**config.mk**
```make
export PLATFORM = sky130hd
export DESIGN_NAME = sra_pipe
export DESIGN_NICKNAME = d
export VERILOG_FILES = /design/src/rtl/sra_pipe.sv
export SDC_FILE = /design/constraint.sdc
export NUM_CORES = 1
export LEC_CHECK = 0
export BUFFER_PORTS_ARGS = -buffer_cell sky130_fd_sc_hd__buf_2
export CAP_MARGIN = 20
export CORE_MARGIN = 2
export CORE_UTILIZATION = 60
export DETAILED_ROUTE_END_ITERATION = 16
export GPL_TIMING_DRIVEN = 0
export PLACE_DENSITY = 0.89
export RECOVER_POWER = 25
export SETUP_SLACK_MARGIN = 0.02
export SLEW_MARGIN = 25
export SYNTH_ARGS = -nofsm -noshare
export SYNTH_HDL_FRONTEND = slang
export SYNTH_SLANG_ARGS = --single-unit
```
**constraint.sdc**
```tcl
create_clock -name clock -period 8.9 [get_ports clock]
set_input_delay 0.445 -clock clock [delete_from_list [all_inputs] [get_ports clock]]
set_output_delay 0.445 -clock clock [all_outputs]
set_load 0.02 [all_outputs]
```
**src/rtl/sra_pipe.sv**
```systemverilog
// Pipelined 32-bit right shifter: one register per binary shift stage (16,8,4,2,1),
// arithmetic/logical fill, tag pass-through, bubble-collapsing valid/ready flow control.
module sra_pipe #(
    parameter  int unsigned SHW   = 5,
    parameter  int unsigned TAG_W = 5,
    localparam int unsigned WIDTH = 2 ** SHW
) (
    input  logic             clock,
    input  logic             reset,
    input  logic             flush,
    input  logic             in_valid,
    output logic             in_ready,
    input  logic [WIDTH-1:0] data_in,
    input  logic [SHW-1:0]   shamt,
    input  logic             arith,
    input  logic [TAG_W-1:0] tag_in,
    output logic             out_valid,
    input  logic             out_ready,
    output logic [WIDTH-1:0] data_out,
    output logic [TAG_W-1:0] tag_out
);

    // Stage k holds the shamt bits not yet consumed; the last stage needs none,
    // so shamt/fill storage exists only for stages 0..SHW-2.
    logic [SHW-1:0]   r_valid;
    logic [WIDTH-1:0] r_data [SHW];
    logic [TAG_W-1:0] r_tag  [SHW];
    logic [SHW-2:0]   r_sh   [SHW-1];
    logic [SHW-2:0]   r_fill;

    logic [SHW-1:0]   w_adv;
    logic [SHW-1:0]   w_nv;
    logic [WIDTH-1:0] w_nd  [SHW];
    logic [TAG_W-1:0] w_nt  [SHW];
    logic [SHW-2:0]   w_nsh [SHW-1];
    logic [SHW-2:0]   w_nf;
    logic             w_fill_in;

    function automatic logic [WIDTH-1:0] shr(input logic [WIDTH-1:0] d,
                                             input logic             f,
                                             input int unsigned      amt);
        logic [WIDTH-1:0] ones;
        ones = '1;
        return (d >> amt) | (f ? ~(ones >> amt) : '0);
    endfunction

    // A stage advances if it or any stage downstream of it is empty, or the consumer takes the result.
    always_comb begin
        logic go;
        go    = out_ready;
        w_adv = '0;
        for (int unsigned i = 0; i < SHW; i++) begin
            go                = go | ~r_valid[SHW-1-i];
            w_adv[SHW-1-i]    = go;
        end
    end

    assign in_ready  = ~reset & ~flush & w_adv[0];
    assign w_fill_in = arith & data_in[WIDTH-1];

    always_comb begin
        w_nv     = '0;
        w_nf     = '0;
        w_nv[0]  = in_valid & in_ready;
        w_nd[0]  = shamt[SHW-1] ? shr(data_in, w_fill_in, WIDTH / 2) : data_in;
        w_nt[0]  = tag_in;
        w_nsh[0] = shamt[SHW-2:0];
        w_nf[0]  = w_fill_in;
        for (int unsigned k = 1; k < SHW; k++) begin
            w_nv[k] = r_valid[k-1];
            w_nd[k] = r_sh[k-1][SHW-1-k] ? shr(r_data[k-1], r_fill[k-1], 1 << (SHW-1-k))
                                        : r_data[k-1];
            w_nt[k] = r_tag[k-1];
        end
        for (int unsigned k = 1; k < SHW-1; k++) begin
            w_nsh[k] = r_sh[k-1];
            w_nf[k]  = r_fill[k-1];
        end
    end

    always_ff @(posedge clock or posedge reset) begin
        if (reset) begin
            r_valid <= '0;
            r_fill  <= '0;
            for (int unsigned k = 0; k < SHW; k++) begin
                r_data[k] <= '0;
                r_tag[k]  <= '0;
            end
            for (int unsigned k = 0; k < SHW-1; k++) begin
                r_sh[k] <= '0;
            end
        end else begin
            for (int unsigned k = 0; k < SHW; k++) begin
                if (flush) begin
                    r_valid[k] <= 1'b0;
                end else if (w_adv[k]) begin
                    r_valid[k] <= w_nv[k];
                end
                if (w_adv[k]) begin
                    r_data[k] <= w_nd[k];
                    r_tag[k]  <= w_nt[k];
                end
            end
            for (int unsigned k = 0; k < SHW-1; k++) begin
                if (w_adv[k]) begin
                    r_sh[k]   <= w_nsh[k];
                    r_fill[k] <= w_nf[k];
                end
            end
        end
    end

    assign out_valid = r_valid[SHW-1];
    assign data_out  = r_data[SHW-1];
    assign tag_out   = r_tag[SHW-1];

endmodule

```
=== Yosys cells after proc, flatten, opt, wreduce, memory -nomap -nowiden ===
Cells that the tools add are included.

* Bitwise logic cells: 21
* Reductions and logical operators: 5
* Mux-type cells: 20

{| class="wikitable"
|+ Operators with widths
! kind !! number
|-
| $mux 32 || 10
|-
| $or 16x32->32 || 1
|-
| $or 24x32->32 || 1
|-
| $or 28x32->32 || 1
|-
| $or 30x32->32 || 1
|-
| $or 31x32->32 || 1
|-
| $mux 1 || 10
|-
| $reduce_bool 2->1 || 5
|-
| $not 1->1 || 7
|-
| $or 1x1->1 || 5
|-
| $and 1x1->1 || 4
|}

* Register bits after elaboration: 204
* Output and inout bits: 39
* Word-level logic and storage cells: 69
* Input port bits: 48

=== Logic depth before layout (Yosys ltp) ===
* Word-level depth: 10
* Gate-level depth with buffers: 6
* Depth with buffers taken out: 3

=== Worst setup path after synthesis ===
OpenSTA, ideal clock, no wires.

* Kind: register to output
* Start: register r_valid[4]
* End: output in_ready
* Data arrival time: 1.703 ns
* Setup slack: 6.752 ns
* Path buffers: 3
* Stages on the path, launching flop included: 7
* Cells stage by stage: dfrtp_1 > and4b_1 > buf_6 > and3_4 > buf_6 > buf_6 > nor3_1

* Longest elaborated chain between the ends: 7

{| class="wikitable"
|+ Ends and longest elaborated chain
! element !! line !! text
|-
| start, declared || 25 || <nowiki>logic [SHW-1:0] r_valid;</nowiki>
|-
| start signal, assigned by index || 97 || <nowiki>r_valid[k] <= w_nv[k];</nowiki>
|-
| $not 1->1 || 53 || <nowiki>go = go | ~r_valid[SHW-1-i];</nowiki>
|-
| $or 1x1->1 (5 in a row) || 53 ||
|-
| $and 1x1->1 || 58 || <nowiki>assign in_ready = ~reset & ~flush & w_adv[0];</nowiki>
|-
| end, declared || 12 || <nowiki>output logic in_ready,</nowiki>
|}

Every way passes these cells.

=== Final worst setup path ===
Ends and elaborated chain as after synthesis.

==> results_dict.tcl <==
set metrics [dict create \
    outcome "finished with violations" \
    violations "capacitance limit, slew limit" \
    antenna_found_initial 0 \
    gp_congestion 0.806 \
    maxCapViolations 1 \
    relSlewSlack -0.754 \
    die_y_um 130 \
    async_flop_share 1.00 \
    holdBufCountCts 0 \
    grt_pass1_vias 6396 \
    synth_top_family_by_area "multiplexers" \
    crit_buf_inv 4 \
    postCtsSetupRepairBufs 0 \
    yosysTopAreaCellShare 0.538 \
    placed_cells 1146 \
    start_util 0.619 \
    hp-class "input pin to flip-flop" \
    drive_above_1_share 0.257 \
    die-area_mm2 0.0168 \
    yosysTopAreaCell "dfrtp_1" \
    cp.depth 7 \
    setup_viol 0 \
    synth_fa_ha_area_frac 0 \
    cts_htree_levels 1 \
    slew_violations 61 \
    setup_tns_ns 0 \
    viasPerCell 5.46 \
    grt_max_degree 77 \
    ir_drop_mv 0.148 \
    reg2reg_depth 6 \
    power.density_mw_per_mm2 199 \
    grt-ovfl-total 0 \
    area_growth_pct 14.1 \
    dp_slack_ns 6.71 \
    insertion_delay_ns 0.48 \
    worst_setup_path_start_kind "flip-flop" \
    worst_slack_ns 6.38 \
    io_pins 87 \
    worst_path_most_repeated_cell "buf_6" \
    seq_area_frac_synth 0.538 \
    max_stage_delay_ns 0.43 \
    dr.first_iter.drc_count 503 \
    crit_path_max_fanout 10 \
    clock-sinks 204 \
    max_freq_ghz 0.396 \
    yosys.area_share.simple 0.0749 \
    fillCellCount 1099 \
    fin_crit_ns 2.52 \
    cts_tree "done" \
    netlist_area_mm2 0.00948 \
    antenna_cells 0 \
    synthesis.instances 848 \
    ant_nets 0 \
    ys.flop_type "dfrtp_1" \
    synth_edf_count 0 \
    wire_per_inst_um 16.6 \
    yosys-top-cells-area "dfrtp_1 54%, mux2i_1 13%, o21ai_0 6.0%" \
    synthMuxAreaShare 0.233 \
    critPathTopFamily "buffers and inverters" \
    drc 0 \
    p_leak_nw 5.15 \
    finalHoldViolations 0 \
    holdPathStages 2 \
    final_net_count 1005 \
    cts_resized 0 \
    worst_pin_slew_ns 2.62 \
    worst_path_max_delay_cell "dfrtp_1" \
    synth_nets 896 \
    synth_compound_area_frac 0.0829 \
    dp_hpwl_um 13900 \
    ys_types 24 \
    post_synth.cell_area_avg_um2 11.2 \
    grt_use_total 0.241 \
    ys_seq_elements 204 \
    drt_pass1_iterations 4 \
    path_cells "and4b_1, buf_6, and3_4, buf_6, buf_6, nor3_1, buf_2" \
    fin_cells 1177 \
    crit_required_ns 8.46 \
    core_mm2 0.0153 \
    yosys_warnings 0 \
    crit_type "flip-flop to primary output" \
    arrival_ns 2.08 \
    clockRootBuffer "clkbuf_16" \
    chipWidth_um 130 \
    synthXorXnorAreaFrac 0 \
    rsz0062_at_grt "no" \
    clk_pin_slew_ns 0.06 \
    finClkSkew_ns 0.00918 \
    wirelength_um 19600 \
    clock_path_buffers 3 \
    p_total_mw 2.15 \
    vias 6424 \
    endpoint_kind "primary output" \
    rows 45 \
    grt_pass1_wl_um 32100 \
    cts_buffers 20 \
    post-route-period-util 0.284 \
    port_buffers 85 \
]
-- cells in the mapped netlist, types with 2 or more instances --
cell      instances
dfrtp_1         204
mux2i_1         122
o21ai_0         113
nand2_1          89
a21oi_1          42
buf_4            38
nor2_1           37
mux2_2           36
mux2_4           36
nand3_1          34
clkbuf_1         32
inv_1            21
buf_2            16
buf_1             7
buf_6             7
mux2_1            4
and2_1            2
nor2b_1           2
-- path summary, 6_finish.rpt --
path	start	to	slack, ns
max in group asynchronous	reset	data_out[25]	6.68
worst max-delay path	r_valid[4]	in_ready	6.38
min in group asynchronous	reset	r_tag[15]	0.71
worst min register to register	r_tag[15]	r_tag[10]	0.47
worst min-delay path	tag_in[4]	r_tag[24]	0.19
worst max register to register	r_valid[4]	r_data[101]	7.04
-- where the power goes --
part	total (mW)	internal, mW	leakage (nW)	switching (mW)
clock network	0.777	0.452	0.294	0.326
logic	0.279	0.138	2.37	0.140
registers	1.09	1.02	2.49	0.0714
total	2.15	1.61	5.15	0.537
-- area by class of cell --
cell class / count / area, µm² / area share
sequential: 204 / 5100 / 0.472
multi-input combinational: 523 / 3710 / 0.343
buffer: 100 / 591 / 0.0546
clock buffer: 29 / 586 / 0.0541
timing repair buffer: 87 / 479 / 0.0443
tap: 211 / 264 / 0.0244
inverter: 21 / 80.1 / 0.00740
clock inverter: 2 / 10.0 / 0.000925
-- metrics by stage --
stage / cell area (µm²) / utilization / hold slack, ns
after CTS: 10800 / 0.707 / 0.00957
after detailed placement: 10200 / 0.668 / 0.466
after floorplan: 9480 / - / 0.433
after global routing: 10800 / 0.707 / 0.189
final: 10800 / 0.707 / 0.194
after global placement: 10200 / 0.664 / 0.450
-- kinds of logic (layout without fill, tap and decap cells) --
group,after synthesis,after routing
flops,204,204
mux,198,198
simple gates,169,169
compound gates,156,156
buf+inv,121,239
-- registers in the layout, summed over array words and instances, names as in the netlist --
register / cells
r_sh: 10
r_data: 128
r_valid: 5
tag_out: 5
data_out: 32
r_tag: 20
r_fill: 4
-- placed cells by master, fill, tap and decap left out, types with 2 or more instances in the layout --
| master | synthesis | final |
|---|---|---|
| mux2_1 | 4 | 4 |
| dfrtp_1 | 204 | 204 |
| buf_4 | 38 | 38 |
| buf_2 | 16 | 100 |
| and2_1 | 2 | 2 |
| buf_6 | 7 | 7 |
| nand3_1 | 34 | 34 |
| nor2_1 | 37 | 37 |
| mux2_4 | 36 | 36 |
| mux2i_1 | 122 | 122 |
| clkbuf_1 | 32 | 38 |
| o21ai_0 | 113 | 113 |
| clkbuf_16 | 0 | 21 |
| mux2_2 | 36 | 36 |
| nor2b_1 | 2 | 2 |
| clkinv_2 | 0 | 2 |
| nand2_1 | 89 | 89 |
| inv_1 | 21 | 20 |
| clkbuf_8 | 0 | 3 |
| a21oi_1 | 42 | 42 |
| buf_1 | 7 | 7 |
| buf_16 | 0 | 2 |
-- metal layers --
layer / track usage / vias to the layer above / part of all wire
li1: - / 3091 / -
met1: 0.304 / 3065 / 0.42
met2: 0.431 / 222 / 0.51
met3: 0.0340 / 46 / 0.047
met4: 0.0778 / 0 / 0.027
met5: 0 / - / 0
Note: power is estimated with default switching activity, not from simulation.
